<file path="config.mk">
export PLATFORM = sky130hd
export DESIGN_NAME = mem_initiator
export DESIGN_NICKNAME = d
export VERILOG_FILES = /design/src/rtl/mem_if_pkg.sv /design/src/rtl/mem_init_stats.sv /design/src/rtl/mem_initiator.sv
export SDC_FILE = /design/constraint.sdc
export NUM_CORES = 1
export LEC_CHECK = 0
export CORE_UTILIZATION = 45
export CTS_CLUSTER_DIAMETER = 80
export DETAILED_ROUTE_END_ITERATION = 8
export PLACE_DENSITY = 0.84
export SETUP_SLACK_MARGIN = 0.5
export SLEW_MARGIN = 10
export SYNTH_ARGS = -nofsm -noshare
export SYNTH_HDL_FRONTEND = slang
export SYNTH_SLANG_ARGS = --single-unit
</file>
<file path="constraint.sdc">
create_clock -name clk -period 1.9 [get_ports clk]
set_clock_uncertainty 0.15 [all_clocks]
set_input_delay 0.38 -clock clk [delete_from_list [all_inputs] [get_ports clk]]
set_output_delay 0.38 -clock clk [all_outputs]
set_load 0.02 [all_outputs]
</file>
<file path="src/rtl/mem_if_pkg.sv">
// ============================================================================
// mem_if_pkg: shared types for the memory-handshake initiator.
// Rev 1.0
// ============================================================================
`default_nettype none

package mem_if_pkg;

    localparam int MEM_ADDR_W = 5;
    localparam int MEM_DATA_W = 8;

    typedef enum logic [1:0] {
        IDLE = 2'd0,
        REQ  = 2'd1,
        GAP  = 2'd2,
        RESP = 2'd3
    } init_state_t;

    typedef struct packed {
        logic                  write;
        logic [MEM_ADDR_W-1:0] addr;
        logic [MEM_DATA_W-1:0] wdata;
    } mem_cmd_t;

endpackage

`default_nettype wire

</file>
<file path="src/rtl/mem_init_stats.sv">
// ============================================================================
// mem_init_stats: saturating read/write/error response counters.
// Rev 1.0
// ============================================================================
`default_nettype none

module mem_init_stats (
    input  logic        clk,
    input  logic        rst,
    input  logic        rsp_fire,
    input  logic        is_write,
    input  logic        is_err,
    output logic [15:0] rd_cnt,
    output logic [15:0] wr_cnt,
    output logic [15:0] err_cnt
);

    localparam logic [15:0] C_MAX = 16'hFFFF;

    always_ff @(posedge clk or posedge rst) begin
        if (rst) begin
            rd_cnt  <= '0;
            wr_cnt  <= '0;
            err_cnt <= '0;
        end else if (rsp_fire) begin
            if (is_err) begin
                if (err_cnt != C_MAX) err_cnt <= err_cnt + 16'd1;
            end else if (is_write) begin
                if (wr_cnt != C_MAX) wr_cnt <= wr_cnt + 16'd1;
            end else begin
                if (rd_cnt != C_MAX) rd_cnt <= rd_cnt + 16'd1;
            end
        end
    end

endmodule

`default_nettype wire

</file>
<file path="src/rtl/mem_initiator.sv">
// ============================================================================
// mem_initiator: requester for the single-cycle-ack memory handshake with
// timeout/retry. Define MEM_INITIATOR_STATS_EN to add response counters. Rev 1.0
// ============================================================================
`default_nettype none

module mem_initiator
    import mem_if_pkg::*;
#(
    parameter int ADDR_W         = MEM_ADDR_W,
    parameter int DATA_W         = MEM_DATA_W,
    parameter int TIMEOUT_CYCLES = 16,
    parameter int MAX_RETRIES    = 2
) (
    input  logic              clk,
    input  logic              rst,
    input  logic              cmd_valid,
    output logic              cmd_ready,
    input  logic              cmd_write,
    input  logic [ADDR_W-1:0] cmd_addr,
    input  logic [DATA_W-1:0] cmd_wdata,
    output logic              rsp_valid,
    input  logic              rsp_ready,
    output logic [DATA_W-1:0] rsp_rdata,
    output logic              rsp_err,
    output logic              read,
    output logic              write,
    output logic [ADDR_W-1:0] addr,
    output logic [DATA_W-1:0] data_o,
    input  logic [DATA_W-1:0] data_i,
    input  logic              ack
`ifdef MEM_INITIATOR_STATS_EN
    ,
    output logic [15:0]       rd_cnt,
    output logic [15:0]       wr_cnt,
    output logic [15:0]       err_cnt
`endif
);

    localparam int TMO_W = $clog2(TIMEOUT_CYCLES + 1);
    localparam int TRY_W = (MAX_RETRIES > 0) ? $clog2(MAX_RETRIES + 1) : 1;

    init_state_t       state, next_state;
    mem_cmd_t          cmd, cmd_nxt;
    logic [TMO_W-1:0]  tmo_cnt, tmo_nxt;
    logic [TRY_W-1:0]  try_cnt, try_nxt;
    logic              read_nxt, write_nxt, err_nxt;
    logic              cmd_ready_nxt, rsp_valid_nxt;
    logic [ADDR_W-1:0] addr_nxt;
    logic [DATA_W-1:0] data_nxt, rdata_nxt;

    always_ff @(posedge clk or posedge rst) begin
        if (rst) begin
            state     <= IDLE;
            cmd       <= '0;
            tmo_cnt   <= '0;
            try_cnt   <= '0;
            read      <= 1'b0;
            write     <= 1'b0;
            addr      <= '0;
            data_o    <= '0;
            rsp_rdata <= '0;
            rsp_err   <= 1'b0;
            cmd_ready <= 1'b0;
            rsp_valid <= 1'b0;
        end else begin
            state     <= next_state;
            cmd       <= cmd_nxt;
            tmo_cnt   <= tmo_nxt;
            try_cnt   <= try_nxt;
            read      <= read_nxt;
            write     <= write_nxt;
            addr      <= addr_nxt;
            data_o    <= data_nxt;
            rsp_rdata <= rdata_nxt;
            rsp_err   <= err_nxt;
            cmd_ready <= cmd_ready_nxt;
            rsp_valid <= rsp_valid_nxt;
        end
    end

    always_comb begin
        next_state = state;
        cmd_nxt    = cmd;
        tmo_nxt    = tmo_cnt;
        try_nxt    = try_cnt;
        read_nxt   = read;
        write_nxt  = write;
        addr_nxt   = addr;
        data_nxt   = data_o;
        rdata_nxt  = rsp_rdata;
        err_nxt    = rsp_err;

        case (state)
            IDLE: begin
                if (cmd_valid && cmd_ready) begin
                    cmd_nxt.write = cmd_write;
                    cmd_nxt.addr  = cmd_addr;
                    cmd_nxt.wdata = cmd_wdata;
                    tmo_nxt       = '0;
                    try_nxt       = '0;
                    read_nxt      = !cmd_write;
                    write_nxt     = cmd_write;
                    addr_nxt      = cmd_addr;
                    data_nxt      = cmd_wdata;
                    next_state    = REQ;
                end
            end
            REQ: begin
                // An ack on the final timeout cycle still completes the request.
                if (ack) begin
                    read_nxt   = 1'b0;
                    write_nxt  = 1'b0;
                    rdata_nxt  = cmd.write ? '0 : data_i;
                    err_nxt    = 1'b0;
                    next_state = RESP;
                end else if (tmo_cnt == TMO_W'(TIMEOUT_CYCLES - 1)) begin
                    read_nxt  = 1'b0;
                    write_nxt = 1'b0;
                    if (try_cnt < TRY_W'(MAX_RETRIES)) begin
                        try_nxt    = try_cnt + TRY_W'(1);
                        next_state = GAP;
                    end else begin
                        err_nxt    = 1'b1;
                        rdata_nxt  = '0;
                        next_state = RESP;
                    end
                end else begin
                    tmo_nxt = tmo_cnt + TMO_W'(1);
                end
            end
            GAP: begin
                tmo_nxt    = '0;
                read_nxt   = !cmd.write;
                write_nxt  = cmd.write;
                addr_nxt   = cmd.addr;
                data_nxt   = cmd.wdata;
                next_state = REQ;
            end
            RESP: begin
                if (rsp_ready) next_state = IDLE;
            end
            default: next_state = IDLE;
        endcase

        cmd_ready_nxt = (next_state == IDLE);
        rsp_valid_nxt = (next_state == RESP);
    end

`ifdef MEM_INITIATOR_STATS_EN
    mem_init_stats u_stats (
        .clk      (clk),
        .rst      (rst),
        .rsp_fire (rsp_valid && rsp_ready),
        .is_write (cmd.write),
        .is_err   (rsp_err),
        .rd_cnt   (rd_cnt),
        .wr_cnt   (wr_cnt),
        .err_cnt  (err_cnt)
    );
`endif

endmodule

`default_nettype wire

</file>
==> results of run 1 <==
through the flow:
step                      cell area (um2)  instances
final                                4041        396
after global routing                 4041        396
after CTS                            3651        382
after detailed placement             3057        342
after global placement               3057        342
after floorplan                      2394        216
repair_timing:
item	4_1_cts	5_1_grt
gates cloned	3	0
setup buffers	29	14
resized for setup	189	77
pin swaps	18	15
endpoints found under the setup margin	75	74
routing by layer:
metal	wire length [um]	vias to the layer above	global-route usage
li1	-	972	-
met1	3239	1107	0.3368
met5	0	-	0
met3	378	31	0.03930
met2	4319	99	0.4798
met4	424	0	0.09615
cell usage in the layout (no fill, tap or decap), types with 2 or more instances in the layout:
cell type	instances
buf_12	3
nor2_4	16
buf_2	3
a21boi_2	2
a21oi_2	14
dfrtp_1	49
o21ai_4	3
mux2_4	16
nand2_2	3
inv_1	4
inv_2	2
clkbuf_8	6
nor2_1	2
nand4_1	2
clkdlybuf4s50_1	26
o21ai_1	3
nor2b_1	2
o21ai_0	5
buf_4	49
a21oi_1	3
mux2i_1	13
nand3_2	12
nand2_1	20
and2_4	2
ha_4	5
buf_6	32
state kept, by name, indices dropped and copies added, names as in the netlist:
signal,count
cmd_ready,1
rsp_err,1
cmd,14
try_cnt,2
write,1
tmo_cnt,5
state,2
rsp_rdata,8
data_o,8
read,1
rsp_valid,1
addr,5
worst max-delay path: cells and delay by family (launching register included):
family | cells | cell delay [ns]
AO/OA/AOI/OAI | 1 | 0.24
adder cells (fa/ha/maj) | 2 | 0.38
buffers and inverters | 1 | 0.14
flip-flops | 1 | 0.40
AND/OR/NAND/NOR | 4 | 0.52
path summary, 6_finish.rpt:
check | end | cells after the start
worst max-delay path | rsp_rdata[4]$_DFFE_PP0P_ | 8
min in group clk | rsp_rdata[1]$_DFFE_PP0P_ | 2
worst max register to register | rsp_rdata[4]$_DFFE_PP0P_ | 8
worst min-delay path | rsp_rdata[4]$_DFFE_PP0P_ | 2
worst min register to register | rsp_rdata[1]$_DFFE_PP0P_ | 2
max in group asynchronous | cmd[7]$_DFFE_PP0P_ | 3
cells by family after synthesis:
group,after synthesis,share of synthesized area
flip-flops,49,0.5252
multiplexers,29,0.1329
buffers and inverters,20,0.04823
AO/OA/AOI/OAI,42,0.1147
AND/OR/NAND/NOR,69,0.1415
adder cells (fa/ha/maj),7,0.03751
where the power goes:
group,leakage [nW],internal (mW),switching [mW]
clock network,0.0585,0.430,0.376
logic,1.17,2.23,2.06
registers,0.599,1.51,0.396
total,1.82,4.17,2.83
cell type report:
cell class,count,area [um2]
multi-input cells,149,1470
flip-flops and latches,49,1226
repair buffers,115,1106
fillers,229,807.0
clock buffers,7,86.33
well taps,67,83.83
inverters,8,38.79
clock inverters,1,30.03
==> qor.txt, run 1 <==
register area share after synthesis: 0.5252
DIE AREA: 5480 um2
PwrDens: 1734 nW/um2
CTS tree: yes
Tcrit/Tclk final: 1.027
Hold-fix buffers, CTS: 0
Mapped Area: 2335 um2
antenna-violating nets left: 0
static leakage: 1.822 nW
hold_ws: 0.2571 ns
Die Width: 74.03 um
peak supply drop: 1122 uV
violated checks: setup timing
Max Slew Vio Count: 0
final worst slack: -0.05192 ns
CTS max path bufs: 2
synth cell count leaders: 49 x dfrtp_1, 23 x nand2_1, 17 x a21oi_1, 17 x nor2_1, 16 x mux2_2
antenna cell count: 0
most common cell in the netlist: dfrtp_1
Power Total: 7.007 mW
critical path startpoint: tmo_cnt[1]$_DFFE_PP0P_
worst-path fanout max: 5
Vias: 2209
number of synthesized flops with an enable pin: 0
die height: 74.03 um
final WL: 8362 um
number of global-route vias before repair: 2145
largest net degree at the start of global routing: 36
Placer Congestion: 0.8861
CORE AREA: 4848 um2
DRT Pass-1 Iters: 4
drt wl/cell: 21.12 um
Cell variety after synth: 39
Clock Sinks: 49
Syn Area/Cell: 10.81 um2
worst path cell trace: ha_2 > and3_4 > buf_4 > ha_4 > a21o_4 > and2_4 > nand3_2 > nand2_1
Clk Latency, worst-skew pair: 0.32 ns
PortBufs: 52
first-pass GRT wire length: 10890 um
outcome: complete, but fails checks
Required @ worst endpoint: 1.94 ns
CP arrival: 1.99 ns
post-synth top area share: 0.5252
fraction of layout cells with a size suffix above 1: 0.5653
crit start category: flop
Final Hold Fails: 0
RSZ-0062 raised after global routing: true
maximum clock rate: 512.3 MHz
Root Buffer: clkbuf_8
Net Count, Synth: 250
FFs w/ async S/R, synth: 1.000
dpl ws: -0.02936 ns
H-tree levels: 2
CTS buffer count: 5
total grt overflow: 0
clock-pin transition on the worst setup and hold timing paths: 0.09 ns
total track usage: 0.2711
Crit. End Element: flop
Hold/Removal Path Class: primary input to async pin
synth-to-layout area growth: 73.10%
initial core utilization: 0.4815
CP max stage cell: dfrtp_1
Yosys warning count: 0
initial antenna violation count: 0
post-layout net count: 362
Slew @ Worst Pin: 0.3972 ns
top_reg_cell synth: dfrtp_1
clock period minus worst slack: 1.952 ns
max_slew headroom: 0.7347
max incr delay on CP: 0.40 ns
Max-Cap Viols: 0
Rows: 25
area leader, netlist: dfrtp_1
post-DP HPWL: 3619 um
Residual DRC: 0
fin util: 0.8335
via/cell ratio: 5.578
setup TNS: -0.1982 ns
CP Class: flop to flop
final setup fails: 7
Reg2Reg Setup Slack: -0.05 ns
Critical R2R Launch: tmo_cnt[1]$_DFFE_PP0P_
synthesized instance count: 216
synthesis-stage register bit count: 49
DR iter-0 viols: 150
Ports: 53
top post-synthesis cells by area: dfrtp_1 53%, mux2_2 7.7%, mux2i_1 5.6%, ha_1 3.8%, nand2_1 3.7%
Power figures use the tool's default switching activity.
==> inputs of run 2 (changes only) <==
CORE_ASPECT_RATIO = 0.5   (was not set)
REMOVE_ABC_BUFFERS = 1   (was not set)
==> qor.txt, run 2 (same netlist as run 1, synthesis figures left out) <==
outcome: complete, but fails checks
violated checks: setup timing
Clk Latency, worst-skew pair: 0.31 ns
peak supply drop: 891.0 uV
gr busiest metal: met2
Max Slew Vio Count: 0
RSZ-0062 raised after global routing: true
GR Util met1: 0.2679
number of non-filler instances in the completed layout: 384
post-DP HPWL: 3575 um
total grt overflow: 0
Crit. End Element: flop
Inst Count DP: 345
clock period minus worst slack: 1.957 ns
DR iter-0 viols: 115
final worst slack: -0.05747 ns
Tcrit/Tclk final: 1.030
number of cells on the critical path: 7
initial core utilization: 0.4712
worst path cell trace: ha_2 > and3_4 > ha_4 > mux2_2 > a221oi_2 > a31oi_1 > and2_1
WP buf/inv: 0
antenna-violating nets left: 0
initial antenna violation count: 0
Largest register FFs: 14
via/cell ratio: 5.359
Hold/Removal Path Class: primary input to async pin
Required @ worst endpoint: 1.96 ns
Root Buffer: clkbuf_8
CP max stage cell: dfrtp_1
Critical R2R Launch: tmo_cnt[1]$_DFFE_PP0P_
CP Class: flop to flop
Hold-fix buffers, CTS: 0
CTS max path bufs: 2
critical path startpoint: tmo_cnt[1]$_DFFE_PP0P_
final setup fails: 5
PwrDens: 1604 nW/um2
Final Hold Fails: 0
CTS buffer count: 5
Residual DRC: 0
Max-Cap Viols: 0
Clock Sinks: 49
most frequent cells in the layout: 49 x dfrtp_1, 37 x buf_4, 26 x clkdlybuf4s50_1, 22 x nand2_1, 18 x buf_6
Rows: 18
synth-to-layout area growth: 52.25%
met2 usage: 0.4256
drt wl/cell: 18.18 um
Vias: 2058
clock-pin transition on the worst setup and hold timing paths: 0.09 ns
antenna cell count: 0
fin util: 0.7174
Power Total: 5.702 mW
max_slew headroom: 0.7634
max incr delay on CP: 0.38 ns
DIE AREA: 5498 um2
grt met3 use: 0.03818
Ports: 53
Top Registers: cmd (14), data_o (8), rsp_rdata (8)
Die Width: 103.9 um
crit start category: flop
Slew @ Worst Pin: 0.3537 ns
commonest non-fill, non-tap cell in the layout: dfrtp_1
maximum clock rate: 510.9 MHz
fraction of layout cells with a size suffix above 1: 0.4331
CP arrival: 2.02 ns
H-tree levels: 2
dpl ws: -0.1205 ns
final WL: 6981 um
largest net degree at the start of global routing: 36
DRT Pass-1 Iters: 4
CTS tree: yes
R2R depth: 7
die height: 52.94 um
worst-path fanout max: 3
CORE AREA: 4955 um2
number of global-route vias before repair: 1877
Reg with most FFs: cmd
hold_ws: 0.1848 ns
total track usage: 0.2241
post-layout net count: 347
first-pass GRT wire length: 9266 um
static leakage: 1.618 nW
PortBufs: 52
Placer Congestion: 0.7689
Worst path top cell family by delay: flip-flops
-- run 2: cell types whose count changed in the layout (fill, tap and decap cells not counted), moves of 11 or more --
cell,delta
buf_6,-14
mux2_4,-13
nor2_1,+13
buf_4,-12
a21oi_2,-12
nor2_4,-14
a21oi_1,+13
buf_2,+11
mux2_2,+13
-- run 2: final timing paths --
path | endpoint | slack, ns
worst max-delay path | rsp_valid$_DFF_PP0_ | -0.06
worst max register to register | rsp_valid$_DFF_PP0_ | -0.06
worst min register to register | rsp_rdata[0]$_DFFE_PP0P_ | 0.32
min in group clk | rsp_rdata[0]$_DFFE_PP0P_ | 0.32
max in group asynchronous | addr[3]$_DFFE_PP0P_ | 0.92
worst min-delay path | rsp_rdata[2]$_DFFE_PP0P_ | 0.18
-- run 2: where the power goes --
| part | switching, mW | internal (mW) |
|---|---|---|
| Clock | 0.360 | 0.261 |
| Sequential | 0.304 | 1.51 |
| Combinational | 1.68 | 1.59 |
| Total | 2.34 | 3.36 |
-- run 2: repair_timing --
action,in CTS,in global routing
gates cloned,4,0
gates resized for setup,152,30
pin swaps,12,14
endpoints found under the setup margin,75,69
setup buffers,11,16
-- run 2: routing by layer --
layer,vias to the layer above,part of all wire
met4,0,0.034
met2,65,0.51
li1,952,-
met1,1017,0.41
met3,24,0.045
met5,-,0
-- run 2: through the flow --
step | area [um2] | setup TNS (ns)
after CTS | 3318 | -0.01914
after floorplan | 2252 | -2.589
after global routing | 3555 | -0.5936
after detailed placement | 3028 | -1.601
final | 3555 | -0.2324
after global placement | 3028 | -0.4674
-- run 2: cell type report --
cell class | count | area [um2]
fill | 330 | 1400
sequential | 49 | 1226
multi-input combinational | 149 | 1199
timing repair buffer | 100 | 925.9
tap | 70 | 87.58
clock buffer | 7 | 76.32
inverter | 8 | 32.53
clock inverter | 1 | 7.507
==> inputs of run 3 (changes only) <==
CORE_ASPECT_RATIO = 0.8   (was 0.5)
==> qor.txt, run 3 (same netlist as run 1, synthesis figures left out) <==
outcome: complete, but fails checks
violated checks: setup timing
clock period minus worst slack: 1.992 ns
DR iter-0 viols: 120
Final Hold Fails: 0
CTS tree: yes
Clk Latency, worst-skew pair: 0.30 ns
clock-pin transition on the worst setup and hold timing paths: 0.09 ns
max incr delay on CP: 0.42 ns
CTS buffer count: 5
Inst Count DP: 337
Final Instance Area: 3767 um2
DIE AREA: 5482 um2
Critical R2R Launch: tmo_cnt[1]$_DFFE_PP0P_
CP max stage cell: dfrtp_1
dpl ws: -0.1035 ns
worst setup path endpoint: tmo_cnt[2]$_DFFE_PP0P_
most frequent cells in the layout: 49 x dfrtp_1, 41 x buf_4, 26 x clkdlybuf4s50_1, 21 x nand2_1, 21 x buf_6
PortBufs: 52
number of fill cells: 315
Top Registers: cmd (14), data_o (8), rsp_rdata (8)
antenna-violating nets left: 0
PwrDens: 1619 nW/um2
antenna cell count: 0
Slew @ Worst Pin: 0.6174 ns
Placer Congestion: 0.8305
Placed Area: 3005 um2
Hold/Removal Path Class: primary input to async pin
CORE AREA: 5007 um2
Reg2Reg Setup Slack: -0.09 ns
number of non-filler instances in the completed layout: 382
setup TNS: -0.3519 ns
max_slew headroom: 0.5883
Clock Sinks: 49
initial antenna violation count: 0
fin util: 0.7524
via/cell ratio: 5.322
R2R depth: 9
CP Class: flop to flop
Tcrit/Tclk final: 1.048
Vias: 2033
number of global-route vias before repair: 1935
maximum clock rate: 502.1 MHz
critical path startpoint: tmo_cnt[1]$_DFFE_PP0P_
Ports: 53
Rows: 23
worst path cell trace: ha_4 > and3_4 > ha_4 > buf_4 > buf_6 > nor2_4 > buf_4 > nand2_1 > o31ai_1
commonest non-fill, non-tap cell in the layout: dfrtp_1
hold_ws: 0.2767 ns
die height: 66.43 um
Max-Cap Viols: 0
crit start category: flop
initial core utilization: 0.4663
peak supply drop: 890.9 uV
Worst path top cell family by delay: flip-flops
final WL: 6509 um
total track usage: 0.2427
first-pass GRT wire length: 9708 um
final setup fails: 5
WP buf/inv: 3
drt wl/cell: 17.04 um
Residual DRC: 0
FF-to-FF End: tmo_cnt[2]$_DFFE_PP0P_
Root Buffer: clkbuf_8
fraction of layout cells with a size suffix above 1: 0.4844
post-layout net count: 354
worst-path fanout max: 4
Power Total: 6.098 mW
total grt overflow: 0
Max Slew Vio Count: 0
RSZ-0062 raised after global routing: true
CTS max path bufs: 2
H-tree levels: 2
Crit. End Element: flop
Required @ worst endpoint: 1.95 ns
Die Width: 82.53 um
Reg with most FFs: cmd
final worst slack: -0.09169 ns
Largest register FFs: 14
synth-to-layout area growth: 61.36%
number of cells on the critical path: 9
post-DP HPWL: 3439 um
CP arrival: 2.04 ns
largest net degree at the start of global routing: 50
DRT Pass-1 Iters: 6
static leakage: 1.750 nW
==> run 3: changes by cell type in the layout (fill, tap and decap cells not counted), sizes merged <==
cell | before | now
buf | 74 | 81
bufinv | 0 | 1
clkbuf | 7 | 5
clkinvlp | 1 | 0
inv | 8 | 9
==> run 3: layout make-up <==
| class | count | area (um2) | share of cell area |
|---|---|---|---|
| Clock buffer | 5 | 68.82 | 0.01827 |
| Tap cell | 62 | 77.57 | 0.02059 |
| Multi-Input combinational cell | 149 | 1301 | 0.3454 |
| Sequential cell | 49 | 1226 | 0.3255 |
| Timing Repair Buffer | 107 | 1025 | 0.2720 |
| Clock inverter | 2 | 38.79 | 0.01030 |
| Inverter | 8 | 30.03 | 0.007971 |
==> run 3: tightest hold or removal path: stages <==
cell,delay (ns)
clkdlybuf4s50_1,0.41
inv_2,0.07
buf_12,0.25
==> run 3: layer usage <==
layer  global-route usage  vias up  part of all wire
met3              0.05379       14             0.043
li1                     -      954                 -
met5                    0        -                 0
met2               0.3884       48              0.50
met4              0.05819        0             0.023
met1               0.3351     1017              0.44
==> run 3: report_power, final <==
group          switching (mW)  internal (mW)  leakage, nW
clock                   0.353          0.390       0.0546
combinational            1.69           1.83         1.10
sequential              0.327           1.51        0.599
total                    2.37           3.73         1.75
==> run 3: worst min path at each step <==
stage	from	to	depth (start not counted)	slack, ns
2_1_floorplan	tmo_cnt[2]$_DFFE_PP0P_	tmo_cnt[2]$_DFFE_PP0P_	1	0.31
3_3_place_gp	rsp_rdata[6]$_DFFE_PP0P_	rsp_rdata[6]$_DFFE_PP0P_	2	0.30
3_5_place_dp	rsp_rdata[0]$_DFFE_PP0P_	rsp_rdata[0]$_DFFE_PP0P_	2	0.31
4_1_cts	rst	rsp_rdata[0]$_DFFE_PP0P_	3	0.29
5_1_grt	rst	rsp_rdata[0]$_DFFE_PP0P_	3	0.30
6_report	rst	rsp_rdata[0]$_DFFE_PP0P_	3	0.28
==> run 3: repair_timing <==
| action | in CTS | in global routing |
|---|---|---|
| hold buffers | 0 | 0 |
| endpoints found under the setup margin | 75 | 69 |
| pin swaps | 18 | 8 |
| gates resized for setup | 177 | 51 |
| buffers inserted | 16 | 18 |
| cloned | 4 | 0 |
